`config.mk`:
```
export PLATFORM = sky130hd
export DESIGN_NAME = traffic_light_monitor
export DESIGN_NICKNAME = d
export VERILOG_FILES = /design/src/rtl/traffic_light_monitor.sv
export SDC_FILE = /design/constraint.sdc
export NUM_CORES = 1
export LEC_CHECK = 0
export BUFFER_PORTS_ARGS = -buffer_cell sky130_fd_sc_hd__buf_4
export CORE_UTILIZATION = 50
export DETAILED_ROUTE_END_ITERATION = 16
export GPL_ROUTABILITY_DRIVEN = 0
export MAX_ROUTING_LAYER = met4
export PLACE_DENSITY = 0.68
export RECOVER_POWER = 100
export SYNTH_ARGS = -nofsm -noshare
export SYNTH_HDL_FRONTEND = slang
export SYNTH_SLANG_ARGS = --single-unit
```
`constraint.sdc`:
```
create_clock -name clk -period 2.95 [get_ports clk]
set_input_delay 0.1475 -clock clk [delete_from_list [all_inputs] [get_ports clk]]
set_output_delay 0.1475 -clock clk [all_outputs]
set_load 0.05 [all_outputs]
```
`src/rtl/traffic_light_monitor.sv`:
```
// Passive safety checker on the four lamp buses: code legality, R->G->Y->R order, dwell limits, conflicts, all-red stall.
// Zero latency (a violation sampled at an edge is flagged on that edge), flags sticky until clr/rst; purely passive, no backpressure.
module traffic_light_monitor #(
  parameter int CW         = 8,
  parameter int YEL_MIN    = 2,
  parameter int YEL_MAX    = 5,
  parameter int GRN_MAX    = 15,
  parameter int ALLRED_MAX = 4
) (
  input  logic       clk,
  input  logic       rst,
  input  logic [2:0] light_M1,
  input  logic [2:0] light_S,
  input  logic [2:0] light_MT,
  input  logic [2:0] light_M2,
  input  logic       clr,
  output logic       fault_conflict,
  output logic       fault_code,
  output logic       fault_seq,
  output logic       fault_timing,
  output logic       fault_stall,
  output logic       fault_any,
  output logic [2:0] first_type,
  output logic [1:0] first_app
);

  localparam logic [2:0] LAMP_R = 3'b100;
  localparam logic [2:0] LAMP_Y = 3'b010;
  localparam logic [2:0] LAMP_G = 3'b001;

  typedef enum logic [1:0] {RED = 2'd0, GRN = 2'd1, YEL = 2'd2} state_t;

  logic [3:0][2:0] lamp;
  state_t          st_q [4];
  state_t          st_d [4];
  state_t          code_st [4];
  logic [CW-1:0]   dwell_q [4];
  logic [CW-1:0]   dwell_d [4];
  logic [CW-1:0]   allred_q, allred_d;
  logic [3:0]      legal, act, seq_err, tim_err;
  logic            all_red, stall_err;
  logic            conf_m1_s, conf_s_m, conf_mt_m2, conf_err;
  logic [1:0]      conf_app;
  logic [4:0]      flags_q, flags_d, new_flags;  // {stall, timing, seq, code, conflict}
  logic [2:0]      new_type, first_type_d;
  logic [1:0]      new_app, first_app_d;

  assign lamp = {light_M2, light_MT, light_S, light_M1};

  function automatic logic [1:0] lowest(input logic [3:0] v);
    logic [1:0] idx;
    idx = 2'd0;
    for (int i = 3; i >= 0; i--) if (v[i]) idx = 2'(i);
    return idx;
  endfunction

  // Per-approach FSM and dwell counter; an illegal code freezes both and skips the order check.
  always_comb begin
    for (int i = 0; i < 4; i++) begin
      legal[i]   = (lamp[i] == LAMP_R) || (lamp[i] == LAMP_Y) || (lamp[i] == LAMP_G);
      code_st[i] = (lamp[i] == LAMP_G) ? GRN : (lamp[i] == LAMP_Y) ? YEL : RED;
      act[i]     = legal[i] && (code_st[i] != RED);
      st_d[i]    = st_q[i];
      dwell_d[i] = dwell_q[i];
      seq_err[i] = 1'b0;
      tim_err[i] = 1'b0;
      if (legal[i]) begin
        st_d[i] = code_st[i];
        if (code_st[i] != st_q[i])     dwell_d[i] = CW'(1);
        else if (dwell_q[i] != '1)     dwell_d[i] = dwell_q[i] + CW'(1);
        unique case (st_q[i])
          RED: seq_err[i] = (code_st[i] == YEL);
          GRN: begin
            seq_err[i] = (code_st[i] == RED);
            tim_err[i] = (code_st[i] == GRN) && (dwell_q[i] == CW'(GRN_MAX));
          end
          YEL: begin
            seq_err[i] = (code_st[i] == GRN);
            tim_err[i] = ((code_st[i] == YEL) && (dwell_q[i] == CW'(YEL_MAX))) ||
                         ((code_st[i] == RED) && (dwell_q[i] < CW'(YEL_MIN)));
          end
          default: seq_err[i] = 1'b0;
        endcase
      end
    end
  end

  always_comb begin
    all_red    = (lamp[0] == LAMP_R) && (lamp[1] == LAMP_R) &&
                 (lamp[2] == LAMP_R) && (lamp[3] == LAMP_R);
    allred_d   = all_red ? ((allred_q == '1) ? allred_q : allred_q + CW'(1)) : '0;
    stall_err  = all_red && (allred_q == CW'(ALLRED_MAX));

    // M1+M2 and M1+MT are permitted pairs; a conflict reports the lower index of the pair.
    conf_m1_s  = act[0] && act[1];
    conf_s_m   = act[1] && (act[2] || act[3]);
    conf_mt_m2 = act[2] && act[3];
    conf_err   = conf_m1_s || conf_s_m || conf_mt_m2;
    conf_app   = conf_m1_s ? 2'd0 : conf_s_m ? 2'd1 : 2'd2;

    new_flags  = {stall_err, |tim_err, |seq_err, |(~legal), conf_err};
    new_type   = 3'd0;
    new_app    = 2'd0;
    if (conf_err) begin
      new_type = 3'd1;
      new_app  = conf_app;
    end else if (|(~legal)) begin
      new_type = 3'd2;
      new_app  = lowest(~legal);
    end else if (|seq_err) begin
      new_type = 3'd3;
      new_app  = lowest(seq_err);
    end else if (|tim_err) begin
      new_type = 3'd4;
      new_app  = lowest(tim_err);
    end else if (stall_err) begin
      new_type = 3'd5;
    end

    flags_d      = (clr ? 5'd0 : flags_q) | new_flags;
    first_type_d = clr ? 3'd0 : first_type;
    first_app_d  = clr ? 2'd0 : first_app;
    if ((clr || (first_type == 3'd0)) && (new_type != 3'd0)) begin
      first_type_d = new_type;
      first_app_d  = new_app;
    end
  end

  always_ff @(posedge clk) begin
    if (rst) begin
      for (int i = 0; i < 4; i++) begin
        st_q[i]    <= RED;
        dwell_q[i] <= '0;
      end
      allred_q   <= '0;
      flags_q    <= '0;
      first_type <= '0;
      first_app  <= '0;
    end else begin
      for (int i = 0; i < 4; i++) begin
        st_q[i]    <= st_d[i];
        dwell_q[i] <= dwell_d[i];
      end
      allred_q   <= allred_d;
      flags_q    <= flags_d;
      first_type <= first_type_d;
      first_app  <= first_app_d;
    end
  end

  assign {fault_stall, fault_timing, fault_seq, fault_code, fault_conflict} = flags_q;
  assign fault_any = |flags_q;

endmodule

```
==> flow_summary.rst, run 1 <==
.. list-table::
   :header-rows: 1

   * - Metric
     - Value
   * - Multi-input gate area
     - 0.00265 mm2
   * - Max_cap viols
     - 0
   * - Largest cells by area after synthesis
     - dfxtp_1, ha_1, nor2_1
   * - Mapped Cells
     - slightly above 500
   * - Type of destination of the critical path
     - flop
   * - Horiz. Die Dim
     - around 90 um
   * - Crit path launch
     - light_MT[2]
   * - First-pass GRT wire length
     - 15300 um
   * - H-tree levels
     - 3
   * - Depth of the most critical reg-to-reg path
     - 9
   * - Netlist area before placement
     - 0.00403 mm2
   * - Routed wire length per instance
     - roughly 14 um
   * - Sink of the worst hold path
     - first_type[0]
   * - Hold Fails Final Rpt
     - 0
   * - Syn_area_per_cell
     - 7.81 um2
   * - Overall die height
     - between 90 and 100 um
   * - Setup violation total in the final timing report
     - 0
   * - Sinks on the clock net
     - a little under 60
   * - Rel. slew slack
     - ~50%
   * - Sequential cell area
     - roughly 0.0012 mm2
   * - Minimum period implied by the final worst setup slack
     - approximately 2.4 ns
   * - Count of flip-flops with a built-in enable after synthesis
     - 0
   * - Library cell occupying the most area in the post-synthesis netlist
     - dfxtp_1
   * - Detail-routed via count per cell
     - a little under 6
   * - Critical path class
     - primary input to flop
   * - Sequential area share after synthesis
     - between 20% and 30%
   * - Core region area
     - just under 0.008 mm2
   * - Cells resized by post-CTS repair
     - 0
   * - Remaining antenna violation count after routing
     - 0
   * - Clock latency on the worst-skew pair
     - about 0.34 ns
   * - Worst slack at placement
     - around 0.6 ns
   * - Hold Path Origin
     - clr
   * - Data arrival time at the worst-slack endpoint
     - between 2 and 3 ns
   * - TritonCTS clock tree
     - yes
   * - Post-CTS repair timing setup buffer count
     - 0
   * - Area fraction of the dominant cell type after synthesis
     - roughly 29%
   * - Synthesized net count
     - around 560
   * - Maximum number of pins on one net before global-route repair
     - 23
   * - Post-route fraction of the period consumed by the critical path
     - 82.6%
   * - Final-stage net count
     - roughly 580
   * - Most frequent cells after synthesis
     - nor2_1, dfxtp_1, nand2_1
   * - Area of the die
     - ~0.0084 mm2
   * - Cts hold-fix bufs
     - 0
   * - Maximum clock insertion buffer count
     - 2
   * - Total I/O pin count
     - 26
   * - Number of synthesized register bits
     - 58
   * - Reg-to-reg slack, setup
     - about 0.55 ns
   * - Count of port buffers added during placement
     - 25
   * - Worst VDD drop
     - 0.333 mV
   * - Transition time at the pin with the least slew margin
     - 0.736 ns
   * - CTS root buf
     - clkbuf_8
   * - Run status
     - complete, no violations
   * - Clock-pin slew on the worst setup and hold paths
     - about 0.060 ns
   * - Setup repair after global routing missed its margin
     - false
   * - Routed WL
     - between 9000 and 10000 um
   * - Leakage component of the power
     - 1.55 nW
   * - Largest clock skew in the final design
     - approximately 0.011 ns
   * - Cts bufs inserted
     - 9
   * - Pins Over Slew Limit
     - 0
   * - Global-route total usage across every layer
     - 23.0%
   * - DRC violation total after the first TritonRoute iteration
     - 160
   * - Effective utilization at floorplan
     - roughly half
   * - Worst flop-to-flop path endpoint
     - first_app[0]
   * - Detailed-route via count
     - ~3700
   * - 1st-pass router iterations
     - 5
   * - Grt total ovfl
     - 0
   * - Number of cells on the worst hold path
     - 2
   * - Hold crit path type
     - primary input to flop
   * - Post-route worst setup slack
     - 0.513 ns
   * - Worst endpoint required time
     - 3.21 ns
   * - Most numerous cell in the Yosys netlist
     - nor2_1
   * - Post-synth top flop
     - dfxtp_1
   * - Area overhead of the layout relative to synthesis
     - 8.19%
   * - Site row count
     - 32
   * - Fraction of layout instances using a drive strength above 1
     - between 7 and 8%
   * - Number of global-route vias before repair
     - 3302
   * - Reg-to-reg critical path startpoint
     - st_q[3][0]
   * - Element type at the critical path start
     - primary input
   * - Max frequency
     - roughly 0.41 GHz
   * - Async set or reset register ratio after synthesis
     - 0%
   * - Fill count
     - 768
   * - Max Fanout on Critical Path
     - 14
   * - Antenna violations before repair
     - 0
   * - Distinct cell type count after synthesis
     - 66
   * - Accumulated negative setup slack
     - 0 ns
   * - Sum of net half-perimeters after detailed placement
     - 6550 um
   * - Yosys warning total
     - 0
   * - Final routed DRC violation total
     - 0
   * - Power Density
     - ~440 mW/mm2
   * - Ant. Diodes
     - 0
## cell type report
cell class                      instances  area share (%)
Clock buffer                           11            3.24
Clock inverter                          5            1.23
Inverter                               24            2.07
Multi-Input combinational cell        417            60.6
Sequential cell                        58            26.6
Tap cell                              102            2.93
Timing Repair Buffer                   25            3.27
## power breakdown
| part | switching [mW] | total, mW | internal (mW) |
|---|---|---|---|
| Combinational | 0.221 | 0.343 | 0.122 |
| Clock | 0.322 | 0.733 | 0.410 |
| Sequential | 0.0322 | 0.840 | 0.808 |
| Total | 0.576 | 1.92 | 1.34 |
## worst max-delay path: stages
cell and delay (ns):
clkbuf_1 0.42, xor2_1 0.26, o21ai_0 0.26, or2_1 0.33, nor3_1 0.58, nand2_1 0.20
o31a_1 0.34, o22ai_1 0.15
## cell usage in the layout (no fill, tap or decap), types with 11 or more instances in the layout
cell type  count
ha_1          26
xor2_1        16
xnor2_1       12
nor2b_1       11
nand2_1       50
clkbuf_1      13
nand4_1       11
dfxtp_1       58
nor2_1        68
o21ai_0       21
nor3_1        15
a21oi_1       32
nand3_1       15
inv_1         24
buf_4         13
## sequential cells by signal (all words and copies together) (netlist names)
name and count:
st_q 8, flags_q 5, allred_q 8, first_type 3
first_app 2, dwell_q 32
## per-layer routing
layer / wire length [um] / part of all wire [%] / GRT usage, % / up-vias
li1: - / - / - / 1899
met1: 4470 / 49 / 29.0 / 1714
met2: 4120 / 45 / 36.1 / 77
met3: 312 / 3.4 / 5.39 / 15
met4: 198 / 2.2 / 7.81 / 0
met5: 0 / 0 / - / -
## worst max-delay path by stage
stage                          to  slack (ns)  cells after the start
finish               first_app[0]        0.51                      8
global route         first_app[0]        0.32                      9
CTS                  first_app[0]        0.56                      9
detailed placement   first_app[0]        0.59                      9
global placement     first_app[0]        0.70                      9
floorplan           first_type[0]        0.85                      9
## logic make-up after synthesis
| group | count (synthesis) | share of synthesized area [%] |
|---|---|---|
| AOI/OAI and AO/OA | 118 | 20.1 |
| xor gates and xnor gates | 29 | 6.49 |
| adders and majority gates | 26 | 8.07 |
| buffers and inverters | 41 | 4.41 |
| DFF | 58 | 28.8 |
| muxes | 3 | 0.807 |
| and+or+nand+nor | 241 | 31.4 |
## through the flow
stage,cell area (um2),power (mW),hold WS (ns),instances,utilization [%]
detailed placement,4260,1.22,0.450,626,54.8
finish,4360,1.92,0.111,642,56.2
global route,4360,2.02,0.107,642,56.2
global placement,4260,1.21,0.448,626,54.8
CTS,4450,1.95,0.107,642,57.3
floorplan,4030,1.12,0.311,516,-
Note: power is estimated with default switching activity, not from simulation.
==> run 2: changes to the inputs <==
- ABC_AREA: unset -> 1
- clock period: 2.95 -> 2.5 ns (I/O delays scaled with it)
==> run 2 against run 1 <==
  * Final area down 3.4%
  * Combinational power about the same
  * Worst hold slack worse by 0.045 ns
  * Non-clock buffer count unchanged
  * Critical path depth up 2
  * Area after synthesis down 6.4%
  * Clock power up 51%
  * First-iteration DRC count down 13%
  * Die area down 6.3%
  * Core utilization up 1.6 points
  * Sequential share of layout area up 0.95 points
  * Wire length down 7.7%
  * Largest cell class unchanged
==> flow_summary.rst, run 2 <==
.. list-table::
   :header-rows: 1

   * - Metric
     - Value
   * - Run status
     - complete, no violations
   * - Ant. Diodes
     - 0 (unchanged)
   * - Clock-pin slew on the worst setup and hold paths
     - 0.07 ns (about the same)
   * - CTS root buf
     - clkbuf_8
   * - Pins Over Slew Limit
     - 0 (unchanged)
   * - Post-Synth Simple-Gate Area
     - 35.0% (+3.6 points)
   * - Setup violation total in the final timing report
     - 0 (unchanged)
   * - Element type at the critical path start
     - primary input
   * - Multiplexer fraction of the synthesized cell area
     - 0% (-0.81 points)
   * - Most numerous cell in the Yosys netlist
     - nand2_1
   * - Site row count
     - 31 (-3.1%)
   * - Detailed-route via count
     - 3538 (-4.5%)
   * - Detail-routed via count per cell
     - 5.05 (-12%)
   * - Final-stage net count
     - 637 (+11%)
   * - Rel. slew slack
     - 52.5% (+2.1 points)
   * - Maximum clock insertion buffer count
     - 2 (unchanged)
   * - TritonCTS clock tree
     - yes
   * - Post-CTS repair timing setup buffer count
     - 0 (unchanged)
   * - Accumulated negative setup slack
     - 0 ns (unchanged)
   * - Register with the most flip-flops
     - dwell_q
   * - Reg-to-reg slack, setup
     - 0.36 ns (-0.19 ns)
   * - Sequential area share after synthesis
     - 30.8% (+2.0 points)
   * - Leakage component of the power
     - 1.91 nW (+23%)
   * - Async set or reset register ratio after synthesis
     - 0% (unchanged)
   * - Sum of net half-perimeters after detailed placement
     - 6360 um (-2.9%)
   * - Max_cap viols
     - 0 (unchanged)
   * - Distinct cell type count after synthesis
     - 41 (-38%)
   * - Power Density
     - 579 mW/mm2 (+32%)
   * - Registers with the most flip-flops
     - dwell_q x32, allred_q x8, st_q x8
   * - Worst VDD drop
     - 0.314 mV (-5.8%)
   * - Flip-flop count of the largest register after layout
     - 32 (unchanged)
   * - Max Fanout on Critical Path
     - 6 (-8)
   * - Horiz. Die Dim
     - 88.9 um (-3.2%)
   * - Crit path max-delay family
     - simple AND/OR/NAND/NOR gates
   * - Number of global-route vias before repair
     - 3178 (-3.8%)
   * - Fraction of layout instances using a drive strength above 1
     - 10.3% (+2.9 points)
   * - Worst Hold Margin
     - 0.0665 ns (-0.0447 ns)
   * - Area overhead of the layout relative to synthesis
     - 11.6%
   * - Grt total ovfl
     - 0 (unchanged)
   * - Cells resized by post-CTS repair
     - 0 (unchanged)
   * - Data arrival time at the worst-slack endpoint
     - 2.43 ns (-0.27 ns)
   * - DRC violation total after the first TritonRoute iteration
     - 140 (-13%)
   * - Core region area
     - 0.00729 mm2 (-6.1%)
   * - Fill count
     - 756 (-1.6%)
   * - 1st-pass router iterations
     - 4 (-1)
   * - Post-synth top flop
     - dfxtp_1
   * - Cts hold-fix bufs
     - 0 (unchanged)
   * - H-tree levels
     - 3 (unchanged)
   * - Transition time at the pin with the least slew margin
     - 0.706 ns (-0.0303 ns)
   * - Maximum number of pins on one net before global-route repair
     - 25 (+8.7%)
   * - Overall die height
     - 88.9 um (-3.2%)
   * - Hold Fails Final Rpt
     - 0 (unchanged)
   * - Final routed DRC violation total
     - 0 (unchanged)
   * - Area fraction of the dominant cell type after synthesis
     - 30.8% (+2.0 points)
   * - Main combinational cell family by area after synthesis
     - simple AND/OR/NAND/NOR gates
   * - Count of port buffers added during placement
     - 25 (unchanged)
   * - Netlist area before placement
     - 0.00377 mm2 (-6.4%)
   * - Synthesized net count
     - 604 (+8.4%)
   * - Most frequent cells after synthesis
     - nand2_1, inv_1, dfxtp_1
   * - Share of the synthesized netlist area taken by xor and xnor gates
     - 2.09% (-4.4 points)
   * - Most frequent cells in the layout
     - nand2_1, inv_1, dfxtp_1
   * - Clock latency on the worst-skew pair
     - 0.35 ns (about the same)
   * - Worst path bufs/invs
     - 2 (+1)
   * - Total I/O pin count
     - 26 (unchanged)
   * - Delay contributed by the slowest stage of the critical path
     - 0.57 ns (about the same)
   * - Routed wire length per instance
     - 12.0 um (-15%)
   * - Sinks on the clock net
     - 58 (unchanged)
   * - Library cell occupying the most area in the post-synthesis netlist
     - dfxtp_1
   * - Setup repair after global routing missed its margin
     - false
   * - Area fraction in compound gates after synthesis
     - 12.6% (-7.5 points)
   * - Most common library cell in the layout ignoring fill and taps
     - nand2_1
   * - Largest cells by area after synthesis
     - dfxtp_1, nand2_1, inv_1
   * - Type of destination of the critical path
     - flop
   * - Antenna violations before repair
     - 0 (unchanged)
   * - Area of the die
     - 0.00790 mm2 (-6.3%)
   * - Number of synthesized register bits
     - 58 (unchanged)
   * - Cts bufs inserted
     - 9 (unchanged)
   * - Count of flip-flops with a built-in enable after synthesis
     - 0 (unchanged)
   * - Syn_area_per_cell
     - 6.70 um2 (-14%)
   * - First-pass GRT wire length
     - 13600 um (-11%)
   * - Cell-by-cell trace of the critical path
     - clkbuf_1 -> nor3_1 -> inv_2 -> nand2_1 -> nand2_1 -> nor3_1 -> nand2_2 -> o21ai_4 -> nand4_1 -> a21oi_1
   * - Minimum period implied by the final worst setup slack
     - around 2.2 ns
   * - Yosys warning total
     - 0 (unchanged)
   * - Effective utilization at floorplan
     - 51.8% (-0.15 points)
   * - Worst endpoint required time
     - 2.77 ns (-0.44 ns)
   * - Mapped Cells
     - 563 (+9.1%)
   * - Worst-path cell with the longest stage delay
     - nor3_1
   * - Largest clock skew in the final design
     - 0.00918 ns (-0.00229 ns)
   * - Post-route fraction of the period consumed by the critical path
     - approximately 86%
   * - Global-route total usage across every layer
     - 23.2% (+0.23 points)
   * - Max frequency
     - approximately 0.46 GHz
   * - Routed WL
     - 8400 um (-7.7%)
   * - Hold crit path type
     - primary input to flop
   * - Remaining antenna violation count after routing
     - 0 (unchanged)
   * - Critical path class
     - primary input to flop
   * - Synth Area in Adders
     - 8.62% (+0.55 points)
[run 2: cell types whose count changed in the layout (fill, tap and decap cells not counted), moves of 9 or more]
| cell | delta |
|---|---|
| nand2_1 | +91 |
| inv_1 | +66 |
| xnor2_1 | -12 |
| o22ai_1 | -9 |
| nor2_1 | -15 |
| nor2b_1 | -11 |
| inv_2 | +14 |
| a211oi_1 | +9 |
| or3_1 | -9 |
| nand3_1 | +11 |
[run 2: power breakdown]
part	switching, mW	internal, mW	leakage [nW]
Sequential	0.0332	0.955	0.471
Combinational	0.234	0.107	1.32
Clock	0.393	0.717	0.123
[run 2: path summary, 6_finish.rpt]
| check | from | end | cells after the start |
|---|---|---|---|
| min reg2reg | dwell_q[2][4] | dwell_q[2][4] | 2 |
| max | light_S[1] | first_app[1] | 10 |
| max reg2reg | st_q[0][0] | first_app[1] | 17 |
| min | clr | flags_q[0] | 4 |
[run 2: kinds of logic after synthesis]
| kind of cell | count (synthesis) |
|---|---|
| flops | 58 |
| xor+xnor | 9 |
| simple gates | 281 |
| buf+inv | 109 |
| compound gates | 80 |
| fa+ha+maj | 26 |
[run 2: worst register-to-register path: stages (launching register included)]
cell and delay (ns):
dfxtp_1 0.42, inv_1 0.09, ha_1 0.29, inv_1 0.06
nor2_1 0.04, nand3_1 0.05, inv_1 0.04, nand2_1 0.07
nand2_1 0.08, nor2_1 0.19, nand2_1 0.08, nand2_1 0.06
nand2_1 0.04, nand2_1 0.09, nand2_2 0.09, nand2_1 0.14
nand3_1 0.07, a21oi_1 0.17
[run 2: layout make-up]
cell class	count	area, um2	area share (%)
tap	99	124	2.94
sequential	58	1160	27.6
clock buffer	12	155	3.68
timing repair buffer	25	139	3.30
clock inverter	4	97.6	2.32
multi-input combinational	396	2130	50.7
inverter	106	400	9.51
[run 2: per-stage QoR]
step                cells  worst slack [ns]  power [mW]  utilization [%]  area, um2
global route          700             0.175        2.54             57.8       4210
floorplan             563             0.735        1.27                -       3770
finish                700             0.346        2.44             57.8       4210
CTS                   700             0.452        2.48             59.3       4330
global placement      684             0.571        1.36             55.9       4070
detailed placement    684             0.508        1.37             55.9       4070
[run 2: routing by layer]
| layer | up-vias | share of wire (%) | GRT usage, % |
|---|---|---|---|
| met3 | 11 | 2.3 | 3.26 |
| met1 | 1621 | 47 | 26.2 |
| met5 | - | 0 | - |
| li1 | 1862 | - | - |
| met2 | 44 | 49 | 40.3 |
| met4 | 0 | 1.6 | 10.9 |
